<file path="src/rtl/neuron_pkg.sv">
// Shared types and helpers for the neuron datapath stages.
// neuron_mac clamps results only when NEURON_SAT_EN is defined.
package neuron_pkg;

    localparam int DEF_DATA_W    = 18;
    localparam int DEF_FRAC_BITS = 8;
    localparam int WIDE_W        = 64;

    typedef logic signed [DEF_DATA_W-1:0] data_t;

    typedef enum logic {
        ACCUM = 1'b0,
        OUT   = 1'b1
    } mac_state_e;

    typedef struct packed {
        logic signed [WIDE_W-1:0] val;
        logic                     ovf;
    } sat_t;

    // Clamp a wide signed value into a w-bit signed range.
    function automatic sat_t sat_to_data(
        input logic signed [WIDE_W-1:0] r,
        input int                       w
    );
        logic signed [WIDE_W-1:0] hi;
        logic signed [WIDE_W-1:0] lo;
        sat_t                     s;
        hi    = (64'sd1 <<< (w - 1)) - 64'sd1;
        lo    = ~hi;
        s.val = r;
        s.ovf = 1'b0;
        if (r > hi) begin
            s.val = hi;
            s.ovf = 1'b1;
        end else if (r < lo) begin
            s.val = lo;
            s.ovf = 1'b1;
        end
        return s;
    endfunction

endpackage

</file>
<file path="src/rtl/neuron_mac.sv">
// Multiply-accumulate neuron core: N_INPUTS (x, w) pairs + bias -> pre-activation.
// Define NEURON_SAT_EN to clamp results and report out_ovf; otherwise wrap.
module neuron_mac
    import neuron_pkg::*;
#(
    parameter int DATA_W    = DEF_DATA_W,
    parameter int N_INPUTS  = 4,
    parameter int FRAC_BITS = DEF_FRAC_BITS
) (
    input  logic                     clk,
    input  logic                     rst_n,
    input  logic                     in_valid,
    output logic                     in_ready,
    input  logic signed [DATA_W-1:0] in_x,
    input  logic signed [DATA_W-1:0] in_w,
    input  logic signed [DATA_W-1:0] bias,
    output logic                     out_valid,
    input  logic                     out_ready,
    output logic signed [DATA_W-1:0] out_data,
    output logic                     out_ovf
);

    localparam int CNT_W  = (N_INPUTS > 1) ? $clog2(N_INPUTS) : 1;
    localparam int ACC_W  = 2 * DATA_W + $clog2(N_INPUTS) + 1;
    localparam int PROD_W = 2 * DATA_W;
    localparam logic [CNT_W-1:0] LAST = CNT_W'(N_INPUTS - 1);

    mac_state_e state;
    mac_state_e state_nx;

    logic                     run;
    logic [CNT_W-1:0]         cnt;
    logic signed [ACC_W-1:0]  acc;
    logic signed [ACC_W-1:0]  acc_nx;
    logic signed [ACC_W-1:0]  prod_ext;
    logic signed [PROD_W-1:0] prod;
    logic signed [DATA_W-1:0] bias_q;
    logic signed [DATA_W-1:0] bias_use;
    logic signed [ACC_W:0]    shifted;
    logic signed [ACC_W:0]    bias_ext;
    logic signed [ACC_W:0]    r;
    logic signed [DATA_W-1:0] res_data;
    logic                     res_ovf;
    logic                     unused_hi;
    logic                     first;
    logic                     last;
    logic                     fire_in;

    // run holds in_ready low until the first edge after reset release.
    assign in_ready  = run && (state == ACCUM);
    assign out_valid = (state == OUT);
    assign fire_in   = in_valid && in_ready;
    assign first     = (cnt == '0);
    assign last      = (cnt == LAST);

    assign prod = $signed({{DATA_W{in_x[DATA_W-1]}}, in_x})
                * $signed({{DATA_W{in_w[DATA_W-1]}}, in_w});

    assign prod_ext = $signed({{(ACC_W-PROD_W){prod[PROD_W-1]}}, prod});
    assign acc_nx   = first ? prod_ext : acc + prod_ext;
    assign bias_use = first ? bias : bias_q;

    // Arithmetic shift floors toward minus infinity.
    assign shifted  = $signed({acc_nx[ACC_W-1], acc_nx}) >>> FRAC_BITS;
    assign bias_ext = $signed({{(ACC_W+1-DATA_W){bias_use[DATA_W-1]}}, bias_use});
    assign r        = shifted + bias_ext;

`ifdef NEURON_SAT_EN
    sat_t sat;

    assign sat       = sat_to_data($signed({{(WIDE_W-ACC_W-1){r[ACC_W]}}, r}), DATA_W);
    assign res_data  = sat.val[DATA_W-1:0];
    assign res_ovf   = sat.ovf;
    assign unused_hi = ^sat.val[WIDE_W-1:DATA_W];
`else
    assign res_data  = r[DATA_W-1:0];
    assign res_ovf   = 1'b0;
    assign unused_hi = ^r[ACC_W:DATA_W];
`endif

    always_ff @(posedge clk or negedge rst_n) begin
        if (!rst_n) begin
            state <= ACCUM;
        end else begin
            state <= state_nx;
        end
    end

    always_comb begin
        state_nx = state;
        unique case (state)
            ACCUM: begin
                if (fire_in && last) begin
                    state_nx = OUT;
                end
            end
            OUT: begin
                if (out_ready) begin
                    state_nx = ACCUM;
                end
            end
            default: state_nx = ACCUM;
        endcase
    end

    always_ff @(posedge clk or negedge rst_n) begin
        if (!rst_n) begin
            run      <= 1'b0;
            cnt      <= '0;
            acc      <= '0;
            bias_q   <= '0;
            out_data <= '0;
            out_ovf  <= 1'b0;
        end else begin
            run <= 1'b1;
            if (fire_in) begin
                acc <= acc_nx;
                if (first) begin
                    bias_q <= bias;
                end
                if (last) begin
                    cnt      <= '0;
                    out_data <= res_data;
                    out_ovf  <= res_ovf;
                end else begin
                    cnt <= cnt + CNT_W'(1);
                end
            end
        end
    end

endmodule

</file>
<file path="config.mk">
export PLATFORM = sky130hd
export DESIGN_NAME = neuron_mac
export DESIGN_NICKNAME = d
export VERILOG_FILES = /design/src/rtl/neuron_pkg.sv /design/src/rtl/neuron_mac.sv
export SDC_FILE = /design/constraint.sdc
export NUM_CORES = 1
export LEC_CHECK = 0
export CELL_PAD_IN_SITES_DETAIL_PLACEMENT = 1
export CELL_PAD_IN_SITES_GLOBAL_PLACEMENT = 2
export CORE_MARGIN = 2
export CORE_UTILIZATION = 40
export DETAILED_ROUTE_END_ITERATION = 8
export MAX_ROUTING_LAYER = met4
export PLACE_DENSITY_LB_ADDON = 0.2
export SYNTH_ARGS = -nofsm -noshare
export SYNTH_HDL_FRONTEND = slang
export SYNTH_SLANG_ARGS = --single-unit
</file>
<file path="constraint.sdc">
create_clock -name clk -period 9.4 [get_ports clk]
set_clock_uncertainty 0.2 [all_clocks]
set_input_delay 0.94 -clock clk [delete_from_list [all_inputs] [get_ports clk]]
set_output_delay 0.94 -clock clk [all_outputs]
set_load 0.1 [all_outputs]
</file>
==> impl_results.md, run 1 <==
* Outcome: finished clean
* Clock sink count at 66
* DRC Markers at 0
* Root Driver: clkbuf_16
* Worst slew margin at 33.7%
* CP max stage delay at 550 ps
* Post-Syn Nets at 2041
* DIE AREA at 37400 µm²
* Setup CP Type: in2reg
* Number of enable flip-flop cells after synthesis at 0
* Critical Path RT at 9420 ps
* Synth Register Bits at 66
* Library cells used by synthesis at 75
* Final WS setup at 239 ps
* HPWL after DPL at 34.8 mm
* Cells after Synth at 1626
* DR pass1 iterations at 4
* TritonCTS clock tree: done
* Clk slew on worst S/H paths at 60 ps
* Clk Latency, worst-skew pair at 350 ps
* Hold path start: bias_q[5]$_DFFE_PN0P_
* Min Hold Slack at 269 ps
* WL/cell at 18.0 µm
* Via count at 12000
* Pre-CTS WS at -1100 ps
* Post-synthesis sequential area ratio at 11.5%
* Max frequency at 109 MHz
* Dominant cells by area after synthesis: fa_1, dfrtp_1, ha_1
* Worst setup EP type: register
* Vias in the first global route at 13700
* Most common library cell in the layout ignoring fill and taps: inv_1
* First-pass GRT wire length at 70.7 mm
* Design area at 18800 µm²
* Top cell type's share of synthesized area at 32.2%
* Area grow syn2layout at 31.2%
* Antenna violations before repair at 1
* Max cap viols at 0
* CTS Buf Count at 9
* Final min period at 9160 ps
* Critical Path AT at 9180 ps
* Least-Margin Pin Slew at 993 ps
* RR Startpoint: acc[0]$_DFFE_PN0P_
* Critical-path maximum fanout at 7
* Die Y-Extent at 193 µm
* Initial detailed-routing violation count at 386
* Async S/R FF share, synth at 100%
* Core Area at 35500 µm²
* Row count at 69
* Largest area contributor in the netlist: fa_1
* Hold crit path type: reg2reg
* Clock Path Buffers at 2
* Die W at 193 µm
* Synth Warn # at 0
* Final Wtd Congestion at 0.840
* Most frequent cells in the layout: inv_1, buf_4, fa_1, nand2_1, and2_1
* Layout cells sized above 1 at 26.1%
* Grt total ovfl at 0
* Final ANT Viol Nets at 0
* Synthesized area at 14300 µm²
* Number of port buffers at 77
* Post-cts hold buffer count at 0
* Final WL at 43.5 mm
* Predominant post-synthesis flop cell: dfrtp_1
* Final #Nets at 2362
* Mean Syn Cell Area at 8.82 µm²
* Via-to-Cell Ratio at 4.99
* GRT Overall Usage at 23.9%
* Most Frequent Cell on Critical Path: fa_1
* Count of pins over their slew limit at 0
* Post-Place Cell Area at 17400 µm²
* Slowest CP cell: fa_1
* Initial core utilization at 40.4%
* Hold Fails Final Rpt at 0
* H-tree depth at 3
* Crit path from: in_w[3]
* Largest net degree at the start of global routing at 67
* Setup violators final at 0
* Startpoint types: input pin
* Fin crit share at 97.5%
* Total I/O pin count at 79
[synth_stat cells, types with 6 or more instances]
cell      count
a21o_1       20
a21oi_1      47
a31oi_1       6
and2_1      171
clkbuf_1     56
dfrtp_1      66
fa_1        231
ha_1        126
inv_1       307
mux2_2       36
mux2i_1       9
nand2_1     221
nand2b_1     10
nand3_1       6
nor2_1       49
nor2b_1       9
nor3_1       17
o21a_1       12
o21ai_0      50
xnor2_1      57
xor2_1       25
[what timing repair did]
item | 4_1_cts | 5_1_grt
resized for setup | 75 | 168
pin swaps | 41 | 108
setup endpoints to repair | 6 | 6
cloned | 2 | 9
setup buffers | 14 | 20
[cell type report]
class,count,area (µm²)
Antenna cell,1,2.50
Sequential cell,66,1650
Clock inverter,6,66.3
Inverter,307,1150
Timing Repair Buffer,368,3110
Multi-Input combinational cell,1195,12000
Tap cell,461,577
Clock buffer,10,239
Fill cell,4124,16700
[layer usage]
layer	vias to the layer above	share of wire, %	GRT usage (%)	wire (µm)
li1	5688	-	-	-
met1	6161	45	32.0	19800
met2	144	50	40.0	21800
met3	53	2.6	1.67	1130
met4	0	1.9	4.72	825
met5	-	0	-	0
[logic make-up after synthesis]
group                    Yosys count  share of synthesized area, %
XOR/XNOR                          84                          5.28
AO/OA/AOI/OAI                    192                          9.01
flip-flops                        66                          11.5
AND/OR/NAND/NOR                  514                          17.8
buffers and inverters            365                          9.59
multiplexers                      45                          3.45
other                              2                        0.0524
adder cells (fa/ha/maj)          358                          43.3
[critical path: cells and delay by family]
family	cells	cell delay [ps]
XOR/XNOR	3	460
AO/OA/AOI/OAI	6	1180
buffers and inverters	10	1180
AND/OR/NAND/NOR	5	900
adder cells (fa/ha/maj)	9	3930
multiplexers	2	570
[state kept, by name, summed over array words and instances (netlist names)]
name / count
cnt: 2
run: 1
acc: 26
out_valid: 1
out_data: 18
bias_q: 18
[per-stage QoR]
| stage | setup TNS [ps] | std cells | utilization, % |
|---|---|---|---|
| 2_1_floorplan | 0 | 1626 | - |
| 3_3_place_gp | -3010 | 2353 | 49.0 |
| 3_5_place_dp | -4270 | 2353 | 49.0 |
| 4_1_cts | 0 | 2385 | 51.0 |
| 5_1_grt | -333 | 2414 | 53.1 |
| 6_report | 0 | 2414 | 53.1 |
[final timing paths]
check / cells after the start / end / slack (ps)
max: 35 / out_data[17]$_DFFE_PN0P_ / 240
min: 2 / bias_q[5]$_DFFE_PN0P_ / 270
max reg2reg: 21 / out_data[17]$_DFFE_PN0P_ / 3970
min reg2reg: 2 / bias_q[5]$_DFFE_PN0P_ / 270
max in group asynchronous: 1 / bias_q[15]$_DFFE_PN0P_ / 7890
min in group asynchronous: 1 / bias_q[4]$_DFFE_PN0P_ / 520
Power of run 1 is not shown: default switching activity piles up to over one toggle a cycle in this logic, so the estimate is an artifact.
==> inputs of run 2 (changes only) <==
--- a/config.mk
+++ b/config.mk
@@ -12,6 +12,7 @@
 export DETAILED_ROUTE_END_ITERATION = 8
 export MAX_ROUTING_LAYER = met4
 export PLACE_DENSITY_LB_ADDON = 0.2
+export SLEW_MARGIN = 20
 export SYNTH_ARGS = -nofsm -noshare
 export SYNTH_HDL_FRONTEND = slang
 export SYNTH_SLANG_ARGS = --single-unit
==> results of run 2 <==
No change in the layout: final DEF, timing and power equal those of run 1.
Power of run 2 is left out for the same reason.
